--- src/rtl/tlk2711_pkg.sv ---
// tlk2711_pkg
//   Shared definitions for the TLK2711 link controller: controller states,
//   frame-generator phases, i_mode encodings and the 8b/10b control words
//   placed on the 16-bit TX bus (upper byte -> tkmsb, lower byte -> tklsb).
package tlk2711_pkg;

    typedef enum logic [2:0] {
        PWRUP,
        IDLE,
        SYNC,
        SEND,
        PRBS,
        RAW,
        STOPACK
    } state_t;

    typedef enum logic [1:0] {
        PH_SOF,
        PH_PAY,
        PH_EOF,
        PH_GAP
    } phase_t;

    localparam logic [1:0] MODE_FRAMED = 2'd0;
    localparam logic [1:0] MODE_LOOP   = 2'd1;
    localparam logic [1:0] MODE_PRBS   = 2'd2;
    localparam logic [1:0] MODE_RAW    = 2'd3;

    localparam logic [7:0] K28_5 = 8'hBC;
    localparam logic [7:0] D5_6  = 8'hC5;
    localparam logic [7:0] K27_7 = 8'hFB;
    localparam logic [7:0] K29_7 = 8'hFD;

    localparam logic [15:0] IDLE_W = {D5_6,  K28_5};
    localparam logic [15:0] SOF_W  = {K27_7, K28_5};
    localparam logic [15:0] EOF_W  = {K29_7, K28_5};

    // K flag pairs, bit 1 = tkmsb, bit 0 = tklsb
    localparam logic [1:0] K_NONE = 2'b00;
    localparam logic [1:0] K_IDLE = 2'b01;
    localparam logic [1:0] K_CTRL = 2'b11;

endpackage

--- src/rtl/tlk2711_link_ctrl_frame_gen.sv ---
// tlk2711_frame_gen
//   SOF / payload / EOF / gap sequencer and 16-bit payload counter.
//   Ports:
//     clk, rst     clock, asynchronous active-high reset
//     run          emit the current word this edge and advance
//     clear        (only when not running) zero the payload counter
//     stop_req     stop pending: hold in the gap rather than open a new frame
//     raw          raw-counter mode: counter word every cycle, no framing
//     word, k      word to emit this edge and its K flags {msb, lsb}
//     frame_done   no frame in progress (gap or about to send SOF)
//   When run is low the phase rewinds to SOF but the counter is kept, so a
//   re-sync resumes the payload sequence where it left off.
module tlk2711_frame_gen
    import tlk2711_pkg::*;
#(
    parameter int unsigned FRAME_LEN = 256,
    parameter int unsigned GAP_CYC   = 4
) (
    input  logic        clk,
    input  logic        rst,
    input  logic        run,
    input  logic        clear,
    input  logic        stop_req,
    input  logic        raw,
    output logic [15:0] word,
    output logic [1:0]  k,
    output logic        frame_done
);

    phase_t      phase;
    logic [15:0] cnt;
    logic [31:0] idx;

    always_comb begin
        word = IDLE_W;
        k    = K_IDLE;
        if (raw) begin
            word = cnt;
            k    = K_NONE;
        end else begin
            case (phase)
                PH_SOF: begin word = SOF_W; k = K_CTRL; end
                PH_PAY: begin word = cnt;   k = K_NONE; end
                PH_EOF: begin word = EOF_W; k = K_CTRL; end
                default: begin word = IDLE_W; k = K_IDLE; end
            endcase
        end
    end

    assign frame_done = (phase == PH_GAP) || (phase == PH_SOF);

    always_ff @(posedge clk or posedge rst) begin
        if (rst) begin
            phase <= PH_SOF;
            cnt   <= '0;
            idx   <= '0;
        end else if (run) begin
            if (raw) begin
                cnt <= cnt + 16'd1;
            end else begin
                case (phase)
                    PH_SOF: begin
                        phase <= PH_PAY;
                        idx   <= '0;
                    end
                    PH_PAY: begin
                        cnt <= cnt + 16'd1;
                        if (idx == FRAME_LEN - 1) begin
                            phase <= PH_EOF;
                        end else begin
                            idx <= idx + 32'd1;
                        end
                    end
                    PH_EOF: begin
                        phase <= PH_GAP;
                        idx   <= '0;
                    end
                    default: begin
                        if (!stop_req) begin
                            if (idx == GAP_CYC - 1) begin
                                phase <= PH_SOF;
                            end else begin
                                idx <= idx + 32'd1;
                            end
                        end
                    end
                endcase
            end
        end else begin
            phase <= PH_SOF;
            idx   <= '0;
            if (clear) begin
                cnt <= '0;
            end
        end
    end

endmodule

--- src/rtl/tlk2711_link_ctrl.sv ---
// tlk2711_link_ctrl
//   TLK2711 SERDES link controller: power-up sequencing, idle, receive-sync
//   wait, framed payload transmission, PRBS and raw-counter test modes.
//   Ports:
//     clk, rst                    clk_80, asynchronous active-high reset
//     i_start, i_stop             VIO levels; rising edges start / stop a run
//     i_mode                      0 framed, 1 framed+loopback, 2 PRBS, 3 raw
//     i_rx_sync                   RX comma lock (already in clk domain)
//     o_stop_ack                  one-cycle pulse when a stop completes
//     o_txd, o_tkmsb, o_tklsb     TX word and per-byte K flags
//     o_enable .. o_testen        TLK2711 control pins
//     o_link_up, o_busy           status
//   All pin outputs are registered from the next state, so a word and the
//   state that produced it appear on the bus in the same cycle.
module tlk2711_link_ctrl
    import tlk2711_pkg::*;
#(
    parameter int unsigned PWRUP_CYC = 1000,
    parameter int unsigned SYNC_CYC  = 16,
    parameter int unsigned FRAME_LEN = 256,
    parameter int unsigned GAP_CYC   = 4
) (
    input  logic        clk,
    input  logic        rst,
    input  logic        i_start,
    input  logic [1:0]  i_mode,
    input  logic        i_stop,
    input  logic        i_rx_sync,
    output logic        o_stop_ack,
    output logic [15:0] o_txd,
    output logic        o_tkmsb,
    output logic        o_tklsb,
    output logic        o_enable,
    output logic        o_lckrefn,
    output logic        o_loopen,
    output logic        o_prbsen,
    output logic        o_testen,
    output logic        o_link_up,
    output logic        o_busy
);

    state_t      state, next_state;
    logic [1:0]  mode_q, mode_nx;
    logic [31:0] pwr_cnt;
    logic [31:0] sync_cnt;
    logic        start_d, stop_d, start_edge, stop_edge;
    logic        stop_pend, sync_lost;
    logic        sync_hit;
    logic        fg_run, fg_clear, fg_raw, fg_stop, fg_done;
    logic [15:0] fg_word;
    logic [1:0]  fg_k;

    assign o_testen = 1'b0;

    // Edge pulses are registered, so the FSM reacts one cycle after the
    // cycle in which the level rises.
    always_ff @(posedge clk or posedge rst) begin
        if (rst) begin
            start_d    <= 1'b0;
            stop_d     <= 1'b0;
            start_edge <= 1'b0;
            stop_edge  <= 1'b0;
        end else begin
            start_d    <= i_start;
            stop_d     <= i_stop;
            start_edge <= i_start & ~start_d;
            stop_edge  <= i_stop & ~stop_d;
        end
    end

    assign sync_hit = (state == SYNC) && i_rx_sync && (sync_cnt == SYNC_CYC - 1);

    always_comb begin
        next_state = state;
        mode_nx    = mode_q;
        case (state)
            PWRUP: begin
                if (pwr_cnt == PWRUP_CYC - 1) next_state = IDLE;
            end
            IDLE: begin
                // stop wins over a coincident start
                if (stop_edge) begin
                    next_state = STOPACK;
                end else if (start_edge) begin
                    mode_nx = i_mode;
                    case (i_mode)
                        MODE_PRBS: next_state = PRBS;
                        MODE_RAW:  next_state = RAW;
                        default:   next_state = SYNC;
                    endcase
                end
            end
            SYNC: begin
                if (stop_edge)     next_state = STOPACK;
                else if (sync_hit) next_state = SEND;
            end
            SEND: begin
                // only leave between frames; a frame always runs through EOF
                if (fg_done) begin
                    if (stop_pend || stop_edge)        next_state = STOPACK;
                    else if (sync_lost || !i_rx_sync)  next_state = SYNC;
                end
            end
            PRBS, RAW: begin
                if (stop_edge) next_state = STOPACK;
            end
            STOPACK: next_state = IDLE;
            default: next_state = PWRUP;
        endcase
    end

    assign fg_run   = (next_state == SEND) || (next_state == RAW);
    assign fg_raw   = (next_state == RAW);
    assign fg_clear = next_state inside {PWRUP, IDLE, STOPACK};
    assign fg_stop  = stop_pend | stop_edge;

    tlk2711_frame_gen #(
        .FRAME_LEN (FRAME_LEN),
        .GAP_CYC   (GAP_CYC)
    ) u_frame_gen (
        .clk        (clk),
        .rst        (rst),
        .run        (fg_run),
        .clear      (fg_clear),
        .stop_req   (fg_stop),
        .raw        (fg_raw),
        .word       (fg_word),
        .k          (fg_k),
        .frame_done (fg_done)
    );

    always_ff @(posedge clk or posedge rst) begin
        if (rst) begin
            state      <= PWRUP;
            mode_q     <= MODE_FRAMED;
            pwr_cnt    <= '0;
            sync_cnt   <= '0;
            stop_pend  <= 1'b0;
            sync_lost  <= 1'b0;
            o_txd      <= '0;
            o_tkmsb    <= 1'b0;
            o_tklsb    <= 1'b0;
            o_enable   <= 1'b0;
            o_lckrefn  <= 1'b0;
            o_loopen   <= 1'b0;
            o_prbsen   <= 1'b0;
            o_stop_ack <= 1'b0;
            o_link_up  <= 1'b0;
            o_busy     <= 1'b0;
        end else begin
            state  <= next_state;
            mode_q <= mode_nx;

            if (state == PWRUP) pwr_cnt <= pwr_cnt + 32'd1;

            if (state == SYNC && next_state == SYNC)
                sync_cnt <= i_rx_sync ? sync_cnt + 32'd1 : '0;
            else
                sync_cnt <= '0;

            stop_pend <= (state == SEND) && (next_state == SEND) && (stop_pend | stop_edge);
            sync_lost <= (state == SEND) && (next_state == SEND) && (sync_lost | ~i_rx_sync);

            // link-up drops on the first cycle sync is seen low in SEND
            o_link_up <= (next_state == SEND) &&
                         !((state == SEND) && (sync_lost || !i_rx_sync));

            o_enable   <= (next_state != PWRUP);
            o_lckrefn  <= (next_state != PWRUP);
            o_busy     <= (next_state != PWRUP) && (next_state != IDLE);
            o_loopen   <= 1'b0;
            o_prbsen   <= 1'b0;
            o_stop_ack <= 1'b0;
            o_txd      <= IDLE_W;
            {o_tkmsb, o_tklsb} <= K_IDLE;

            case (next_state)
                PWRUP: begin
                    o_txd <= '0;
                    {o_tkmsb, o_tklsb} <= K_NONE;
                end
                SYNC: begin
                    o_loopen <= (mode_nx == MODE_LOOP);
                end
                SEND: begin
                    o_loopen <= (mode_nx == MODE_LOOP);
                    o_txd    <= fg_word;
                    {o_tkmsb, o_tklsb} <= fg_k;
                end
                PRBS: begin
                    o_prbsen <= 1'b1;
                    o_txd    <= '0;
                    {o_tkmsb, o_tklsb} <= K_NONE;
                end
                RAW: begin
                    o_txd <= fg_word;
                    {o_tkmsb, o_tklsb} <= K_NONE;
                end
                STOPACK: begin
                    o_stop_ack <= 1'b1;
                end
                default: ;
            endcase
        end
    end

endmodule

--- config.mk ---
export PLATFORM = sky130hd
export DESIGN_NAME = tlk2711_link_ctrl
export DESIGN_NICKNAME = d
export VERILOG_FILES = /design/src/rtl/tlk2711_pkg.sv /design/src/rtl/tlk2711_link_ctrl_frame_gen.sv /design/src/rtl/tlk2711_link_ctrl.sv
export SDC_FILE = /design/constraint.sdc
export NUM_CORES = 1
export LEC_CHECK = 0
export CORE_MARGIN = 3
export CORE_UTILIZATION = 55
export DETAILED_ROUTE_END_ITERATION = 8
export PLACE_DENSITY = 0.76
export SYNTH_ARGS = -nofsm -noshare
export SYNTH_HDL_FRONTEND = slang
export SYNTH_SLANG_ARGS = --single-unit
--- constraint.sdc ---
create_clock -name clk -period 5 [get_ports clk]
set_clock_uncertainty 0.05 [all_clocks]
set_input_delay 0.75 -clock clk [delete_from_list [all_inputs] [get_ports clk]]
set_output_delay 0.75 -clock clk [all_outputs]
set_load 0.05 [all_outputs]
* Word-level counts from Yosys, hierarchy flattened
Cells that the tools add are included.
** Operators by class
- Add/subtract/negate cells :: 4
- Multiply operators :: 0
- Divide/modulo/power cells :: 0
- Order comparisons :: 0
- Equal/unequal tests :: 31
- Shift operators :: 0
- Mux-type cells :: 42
- Bitwise operators :: 7
- Reductions and logical operators :: 30
** Operators by type and width (number)
- two-way mux 32 bit :: 7
- adder 32 x 1 -> 32 bit (second input constant) :: 3
- two-way mux 16 bit :: 5
- case mux 32 bit (2 select lines) :: 1
- case mux 16 bit (3 select lines) :: 1
- equality test 32 x 10 -> 1 bit (second input constant) :: 1
- equality test 32 x 2 -> 1 bit (second input constant) :: 1
- equality test 32 x 4 -> 1 bit (second input constant) :: 1
- equality test 32 x 8 -> 1 bit (second input constant) :: 1
- case mux 16 bit (2 select lines) :: 1
- two-way mux 3 bit :: 9
- equality test 3 bit (second input constant) :: 6
- two-way mux 2 bit :: 9
- case mux 3 bit (6 select lines) :: 1
- adder 16 x 1 -> 16 bit (second input constant) :: 1
- equality test 3 x 2 -> 1 bit (second input constant) :: 4
- OR reduction 2 bit :: 5
- logical AND 1 bit :: 9
- equality test 2 bit (second input constant) :: 4
- != test 4 bit (second input constant) :: 2
- AND reduction 4 bit :: 2
- equality test 3 x 1 -> 1 bit (second input constant) :: 2
- zero test 3 bit :: 2
- != test 3 x 1 -> 1 bit (second input constant) :: 2
- other kinds (21) :: 34
** Word-level totals
- Register bits :: 149
- Bits in latches :: 0
- RAM bits :: 0
- Memory bits (read-only) :: 0
- Input port bits :: 7
- Output and inout bits :: 26
- Logic and storage cells :: 136
- Memories kept :: 0

* Longest topological paths before layout
Gate-level depths: netlist (run 1).
- Depth in word-level cells :: 10
- Depth in mapped cells :: 11

* Cells and area by module
A second synthesis (run 1) with hierarchy kept.
** Second synthesis, totals
- Cell total of the unflattened synthesis :: 801
- Area, all modules :: 7721.2 µm²
** Modules (own cells, without submodules)
- tlk2711_link_ctrl :: times used 1, cells each 428, area each 4524.3 µm², sequential area each 2477.4 µm²
- tlk2711_frame_gen :: times used 1, cells each 373, area each 3196.8 µm², sequential area each 1251.2 µm²

* Least setup slack after synthesis (run 1)
Ideal clock, no wire load.
- Kind :: input-to-reg
- From :: in i_rx_sync
- To :: reg u_frame_gen.idx[21]
- Setup time :: 126 ps
- Data arrival time :: 2338 ps
- Required time :: 4824 ps
- Slack :: 2486 ps
- Cell stages on the path :: 7
- Buffers on the path :: 1
- Cells stage by stage :: nor4b_1 > o211ai_1 > a31oi_4 > o31ai_2 > buf_4 > nor2_1 > a221o_1
** Between the ends
- Longest elaborated chain between the ends :: 10
- Elaborated cells on any way between the ends :: 19
- Classes of those cells :: eq/ne: 6; mux: 7; reduce/logical: 6
** RTL lines
- start, declared :: RTL line tlk2711_link_ctrl.sv:28 : input logic i_rx_sync,
- zero test 1 bit :: RTL line tlk2711_link_ctrl.sv:101 : else if (sync_lost || !i_rx_sync) next_state = SYNC;
- logical OR 1 bit :: RTL line tlk2711_link_ctrl.sv:101
- two-way mux 3 bit :: RTL line tlk2711_link_ctrl.sv:101
- two-way mux 3 bit :: RTL line tlk2711_link_ctrl.sv:100 : if (stop_pend || stop_edge) next_state = STOPACK;
- two-way mux 3 bit :: RTL line tlk2711_link_ctrl.sv:99 : if (fg_done) begin
- case mux 3 bit (6 select lines) (*) :: RTL line tlk2711_link_ctrl.sv:76 : case (state)
- equality test 3 x 2 -> 1 bit or equality test 3 bit (tied branches) :: RTL line tlk2711_link_ctrl.sv:112, tlk2711_link_ctrl.sv:113
- logical OR 1 bit :: RTL line tlk2711_link_ctrl.sv:112 : assign fg_run = (next_state == SEND) || (next_state == RAW);
- != test 4 bit (no source line) (tied with other cells)
- AND reduction 4 bit (no source line)
- end signal, assigned :: RTL line tlk2711_link_ctrl_frame_gen.sv:71 : idx <= idx + 32'd1;
- end signal, assigned :: RTL line tlk2711_link_ctrl_frame_gen.sv:83 : idx <= idx + 32'd1;
- end, declared :: RTL line tlk2711_link_ctrl_frame_gen.sv:32 : logic [31:0] idx;
Every way passes the cells marked *; elsewhere a longest branch is shown, timed or not.
A chain may end at the register's enable or synchronous reset.

* Worst setup path after layout (run 1)
- From :: reg u_frame_gen.phase[0]
- To :: reg sync_cnt[27]
** Between the ends
- Longest elaborated chain between the ends :: 7
- Elaborated cells on any way between the ends :: 8
- Classes of those cells :: eq/ne: 2; mux: 3; reduce/logical: 3
** RTL lines
- start, declared :: RTL line tlk2711_link_ctrl_frame_gen.sv:30 : phase_t phase;
- start signal, assigned :: RTL line tlk2711_link_ctrl_frame_gen.sv:54 : phase <= PH_SOF;
- start signal, assigned :: RTL line tlk2711_link_ctrl_frame_gen.sv:63 : phase <= PH_PAY;
- start signal, assigned :: RTL line tlk2711_link_ctrl_frame_gen.sv:69 : phase <= PH_EOF;
- equality test 2 bit or zero test 2 bit (tied branches) :: RTL line tlk2711_link_ctrl_frame_gen.sv:50 : assign frame_done = (phase == PH_GAP) || (phase == PH_SOF);
- logical OR 1 bit (*) :: RTL line tlk2711_link_ctrl_frame_gen.sv:50
- two-way mux 3 bit (*) :: RTL line tlk2711_link_ctrl.sv:99
- case mux 3 bit (6 select lines) (*) :: RTL line tlk2711_link_ctrl.sv:76
- equality test 3 x 2 -> 1 bit (*) :: RTL line tlk2711_link_ctrl.sv:156 : if (state == SYNC && next_state == SYNC)
- logical AND 1 bit (*) :: RTL line tlk2711_link_ctrl.sv:156
- two-way mux 32 bit (*) :: RTL line tlk2711_link_ctrl.sv:156
- end signal, assigned :: RTL line tlk2711_link_ctrl.sv:157 : sync_cnt <= i_rx_sync ? sync_cnt + 32'd1 : '0;
- end, declared :: RTL line tlk2711_link_ctrl.sv:45 : logic [31:0] sync_cnt;
Marks and branches as above.

==> results of run 1 <==
## worst paths after layout
check	startpoint	to	slack, ps	cells after the start
max	u_frame_gen.phase[0]	sync_cnt[27]	1280	7
min	start_d	start_edge	360	1
max reg2reg	u_frame_gen.phase[0]	sync_cnt[27]	1280	7
min reg2reg	start_d	start_edge	360	1
max in group asynchronous	rst	pwr_cnt[5]	3110	3
min in group asynchronous	rst	stop_d	840	2
## cells in the final DEF (no fill, tap or decap), drive strengths merged, types with 16 or more instances in the layout
master	n
or3	16
a21oi	18
clkbuf	23
xnor2	39
and3	30
inv	32
nand3	47
nor4	23
dfrtp	149
clkdlybuf4s50	31
xor2	26
nand2	60
nor2	66
nor3	29
a31oi	28
nand4	28
## kinds of logic after synthesis
| group | synth area share (%) |
|---|---|
| AOI/OAI and AO/OA | 12.59 |
| xor gates and xnor gates | 7.371 |
| adders and majority gates | 1.296 |
| buffers and inverters | 3.661 |
| DFF | 48.27 |
| muxes | 2.252 |
| other | 0.04855 |
| and+or+nand+nor | 24.51 |
## power by group
part | internal [uW] | switching, uW | leakage (uW)
clock network | 1030 | 475 | 0.000341
logic | 464 | 1120 | 0.00133
registers | 1340 | 106 | 0.00203
total | 2830 | 1700 | 0.00370
## sequential cells by signal, summed over array words and instances (netlist names), 2 cells and up
signal,flops
pwr_cnt,32
sync_cnt,32
u_frame_gen.idx,32
o_txd,16
u_frame_gen.cnt,16
state,3
mode_q,2
u_frame_gen.phase,2
## Yosys cell counts, types with 6 or more instances
cell type,instances,area [um2]
clkbuf_1,10,37.54
buf_2,18,90.09
a21oi_1,18,90.09
nand4_1,28,175.2
nand2_1,60,225.2
xor2_1,26,227.7
and3_1,30,187.7
dfrtp_1,149,3729
nor2_1,66,247.7
or3_1,16,100.1
ha_1,8,100.1
o31ai_1,6,45.04
o211ai_1,8,60.06
o21a_1,11,82.58
nor3_1,24,120.1
and2_1,9,56.30
or4_1,7,52.55
nand2b_1,11,68.82
nor4_1,23,143.9
o21ai_0,9,45.04
inv_1,30,112.6
and4_1,7,61.31
mux2i_1,14,140.1
xnor2_1,39,341.6
a31oi_1,27,168.9
nand3_1,46,230.2
## cell type report
class	instances	area share [%]
clock buffer	23	5.399
clock inverter	9	2.488
inverter	32	1.413
multi-input combinational	577	41.99
sequential	149	42.12
tap	176	2.488
timing repair buffer	38	4.099
## per-layer routing
| layer | up-vias | global-route usage, % | wire length (um) | part of all wire, % |
|---|---|---|---|---|
| li1 | 2936 | - | - | - |
| met1 | 3159 | 32.84 | 8123 | 44 |
| met2 | 255 | 38.90 | 8732 | 48 |
| met3 | 30 | 5.489 | 1123 | 6.2 |
| met4 | 0 | 6.899 | 278 | 1.5 |
| met5 | - | 0 | 0 | 0 |
## through the flow
| stage | total power (uW) | hold WS (ps) | instance area [um2] |
|---|---|---|---|
| floorplan | 2600 | 327.7 | 7724 |
| global placement | 2972 | 339.0 | 8154 |
| detailed placement | 3006 | 343.5 | 8154 |
| CTS | 4528 | 359.2 | 8852 |
| global route | 4746 | 382.8 | 8852 |
| finish | 4529 | 355.3 | 8852 |
## worst max-delay path, cell delays in order (launching register included)
cell	delay [ps]
dfrtp_1	430
inv_1	90
ha_1	390
o211ai_1	290
a31oi_4	200
nor3_2	800
nand3_1	1000
nor2_1	360
==> results by group, run 1 <==
Critical path
  – Crit Path Class: reg -> reg
  – CP startpoint kind: flip-flop
  – WP data arrival: 3990 ps
  – Req. time, crit path: 5270 ps
  – Crit path capture type: flip-flop
  – CP max FO: 32

Cells and area
  – Storage element area: 3729 um2
  – Non-filler instance count after layout: 1004
  – Fill cells: 1030
  – Share of cells above drive strength 1: 7.005%
  – Area of the multi-input gates: 3717 um2
  – Diode count: 0
  – Layout overhead on the synthesized area: 14.61%
  – Nets: 830
  – Post-route core utilization: 65.55%

Pwr
  – Peak VDD IR: 0.4516 mV
  – Static leakage: 0.003695 uW
  – PwrDens: 511.6 nW/um2

Routing
  – Vias/cell: 6.355
  – # DRC: 0
  – DR WL/cell: 18.19 um
  – Drt pass-1 iters: 7
  – Initial drt markers: 653
  – Vias after detailed routing: 6380
  – Remaining antenna violation count after routing: 0
  – Final WL: 18260 um

Floorplan
  – Rows: 42
  – Die area: 15500 um2
  – CORE AREA: 13510 um2
  – Die H: 124.5 um
  – Die X: 124.5 um
  – IO Pins: 33
  – Initial Util: 57.19%

Logic synthesis
  – Sequential fraction of the synthesis area: 48.27%
  – Netlist cell types: 72
  – Syn Area/Cell: 9.764 um2
  – Synthesized area: 7724 um2
  – YS warnings: 0
  – Post-synthesis register bit count: 149
  – Syn nets: 806
  – EDFF count, synth: 0
  – Async SR Flop Fraction: 100.0%
  – Synthesized instance count: 791
  – Post-synth top flop: dfrtp_1

Job
  – Number of max-cap violations: 0

Clock network
  – Htree depth: 4
  – CTS Hold Bufs: 0
  – Cts bufs inserted: 17
  – Clk slew on worst S/H paths: 60 ps
  – CTS Sinks: 149
  – CTS Buffer Depth: 2
  – CTS tree: yes
  – CTS Root Cell: clkbuf_16
  – Worst skew pair latency: 420 ps
  – Setup bufs post-CTS: 0
  – Post-CTS sizing: 0

Global routing
  – Vias in the first global route: 6242
  – First-pass GRT wire length: 30880 um
  – Largest net degree at the start of global routing: 96
  – Grt ovf: 0
  – Initial antenna violation count: 0
  – Total Routing Usage GR: 24.09%

STA
  – Setup TNS: 0 ps
  – Relative slew margins: 23.88%
  – Fin crit share: 74.42%
  – Hold Violations, Final: 0
  – Min Tclk post-route: 3721 ps
  – Max Slew Vio Count: 0
  – Final setup vio count: 0
  – Final worst slack: 1279 ps
  – Achievable Freq: 268.7 MHz
  – Unrepaired setup endpoints after global routing: no
  – Slew @ Worst Pin: 1139 ps

Placed design
  – Dpl ws: 854.4 ps
  – Buffers on Ports: 31
  – Gpl congestion: 0.8969
  – Placed insts: 972
  – Placed wire-length estimate: 11910 um

Worst hold path
  – Worst hold path type: reg -> reg

Run status
  – Outcome: complete, no violations
(Power assumes the default switching activity.)
==> inputs of run 2 (changes only) <==
--- a/config.mk
+++ b/config.mk
@@ -6,9 +6,9 @@
 export NUM_CORES = 1
 export LEC_CHECK = 0
 export CORE_MARGIN = 3
-export CORE_UTILIZATION = 55
+export CORE_UTILIZATION = 60
 export DETAILED_ROUTE_END_ITERATION = 8
-export PLACE_DENSITY = 0.76
+export PLACE_DENSITY = 0.79
 export SYNTH_ARGS = -nofsm -noshare
 export SYNTH_HDL_FRONTEND = slang
 export SYNTH_SLANG_ARGS = --single-unit
==> constraint.sdc (replaced) <==
create_clock -name clk -period 3.6 [get_ports clk]
set_clock_uncertainty 0.05 [all_clocks]
set_input_delay 0.54 -clock clk [delete_from_list [all_inputs] [get_ports clk]]
set_output_delay 0.54 -clock clk [all_outputs]
set_load 0.05 [all_outputs]
==> run 2 against run 1 <==
  * Core utilization rose by 6.4 points
  * Clock power rose by 30%
  * Die area decreased by 7.9%
  * Largest power group unchanged
  * Setup slack worse by 1100 ps
  * Wire length decreased by 0.81%
  * Sequential power rose by 39%
  * Highest routed layer unchanged
==> results by group, run 2 (synthesized netlist as in run 1, its figures left out) <==
Clock network
  – CTS Root Cell: clkbuf_16
  – Htree depth: 4
  – Post-CTS sizing: 0
  – Worst skew pair latency: 430 ps
  – CTS Buffer Depth: 2
  – Clk slew on worst S/H paths: 70 ps
  – CTS Sinks: 149
  – Cts bufs inserted: 17
  – CTS tree: yes
  – CTS Hold Bufs: 0
  – Setup bufs post-CTS: 0

Cells and area
  – Fill cells: 954
  – Commonest non-fill, non-tap cell in the layout: dfrtp_1
  – Nets: 835
  – Diode count: 0
  – Share of cells above drive strength 1: 7.443%
  – Most frequent cells in the layout: 149 x dfrtp_1, 66 x nor2_1, 60 x nand2_1
  – Biggest regs: pwr_cnt (32), sync_cnt (32), u_frame_gen.idx (32)
  – Post-route core utilization: 71.93%
  – Layout overhead on the synthesized area: 14.66%

Pwr
  – Static leakage: 0.003702 uW
  – Peak VDD IR: 0.5380 mV
  – Switching Fraction: 37.99%
  – Clock share of power: 31.6%
  – Sequential Power Share: 32.6%
  – Psw: 2345 uW
  – Internal power: 3827 uW
  – PwrDens: 696.9 nW/um2
  – Combinational fraction of design power: 35.8%

Job
  – Number of max-cap violations: 0

Critical path
  – CP startpoint kind: flip-flop
  – Worst Setup SP: u_frame_gen.phase[0]
  – CP max stage cell: nor3_2
  – Critical Path, Cell by Cell: inv_1 -> ha_1 -> o211ai_1 -> a31oi_4 -> nor3_2 -> inv_1 -> mux2i_1 -> o21a_1
  – CP dominant cell by count: inv_1
  – RR Startpoint: u_frame_gen.phase[0]
  – Crit Path Class: reg -> reg
  – CP peak stage delay: 800 ps
  – WP data arrival: 3700 ps
  – Crit path capture type: flip-flop
  – CP max FO: 14
  – Req. time, crit path: 3900 ps

STA
  – Fin crit share: 94.36%
  – Slew @ Worst Pin: 917.4 ps
  – Hold Slack: 353.1 ps
  – Relative slew margins: 38.50%
  – Final setup vio count: 0
  – Min Tclk post-route: 3397 ps
  – Max Slew Vio Count: 0
  – Setup TNS: 0 ps
  – Hold Violations, Final: 0
  – Achievable Freq: 294.4 MHz
  – Unrepaired setup endpoints after global routing: no

Global routing
  – Initial antenna violation count: 0
  – Vias in the first global route: 6122
  – First-pass GRT wire length: 30660 um
  – Grt ovf: 0
  – Total Routing Usage GR: 26.67%
  – Largest net degree at the start of global routing: 84

Routing
  – Final WL: 18110 um
  – Vias after detailed routing: 6343
  – Initial drt markers: 594
  – Remaining antenna violation count after routing: 0
  – Vias/cell: 6.337
  – Drt pass-1 iters: 6
  – # DRC: 0
  – DR WL/cell: 18.09 um

Floorplan
  – Initial Util: 62.73%
  – IO Pins: 33
  – Die area: 14270 um2
  – Die X: 119.5 um
  – Die H: 119.5 um
  – CORE AREA: 12310 um2
  – Rows: 40

Run status
  – Outcome: complete, no violations

Placed design
  – Placed wire-length estimate: 12340 um
  – Gpl congestion: 0.8994
  – Buffers on Ports: 31

Worst hold path
  – Hold_sp: start_d
  – Worst hold path type: reg -> reg
[run 2: cell count changes in the layout (fill, tap and decap cells not counted)]
cell,previous run,this run
buf_12,0,2
clkinvlp_4,0,1
clkbuf_1,3,4
bufinv_16,7,5
buf_4,7,10
[run 2: metal layers]
metal / global-route usage [%] / part of all wire, %
met1: 35.74 / 44
met5: 0 / 0
met3: 4.938 / 5.1
met4: 10.31 / 1.9
met2: 43.29 / 49
[run 2: path summary, 6_finish.rpt]
| path | to | slack [ps] | cells past startpoint |
|---|---|---|---|
| worst max-delay path | o_txd[8] | 200 | 8 |
| worst min-delay path | start_edge | 350 | 1 |
| worst max register to register | o_txd[8] | 200 | 8 |
| worst min register to register | start_edge | 350 | 1 |
| max in group asynchronous | pwr_cnt[9] | 2280 | 3 |
| min in group asynchronous | sync_cnt[24] | 450 | 2 |
[run 2: area by class of cell]
class / instances / area [um2] / area share [%]
Timing Repair Buffer: 43 / 425.4 / 4.804
Tap cell: 168 / 210.2 / 2.374
Inverter: 32 / 123.9 / 1.399
Clock inverter: 8 / 168.9 / 1.907
Clock buffer: 24 / 481.7 / 5.439
Sequential cell: 149 / 3729 / 42.10
Multi-Input combinational cell: 577 / 3717 / 41.98
[run 2: power by group through the flow]
stage | Clock, uW | Sequential, uW | Combinational, uW
final | 1950 | 2010 | 2210
after global routing | 2060 | 2030 | 2380
after CTS | 1970 | 2010 | 2200
after detailed placement | 0 | 2040 | 2180
after global placement | 0 | 2030 | 2130
after floorplan | 0 | 2320 | 1290
[run 2: per-stage QoR]
| step | setup WS [ps] | total power [uW] | std cells | instance area (um2) |
|---|---|---|---|---|
| 5_1_grt | 14.60 | 6462 | 1001 | 8856 |
| 6_report | 202.9 | 6172 | 1001 | 8856 |
| 4_1_cts | 236.3 | 6176 | 1001 | 8856 |
| 2_1_floorplan | 1135 | 3612 | 791 | 7727 |
| 3_3_place_gp | 181.4 | 4159 | 969 | 8205 |
| 3_5_place_dp | 0.1767 | 4219 | 969 | 8205 |
[run 2: critical path, delay by kind of cell, from the launching register on]
kind,cells,cell delay [ps]
multiplexers,1,650
buffers and inverters,2,280
adder cells (fa/ha/maj),1,360
AND/OR/NAND/NOR,1,800
flip-flops,1,420
AO/OA/AOI/OAI,3,750
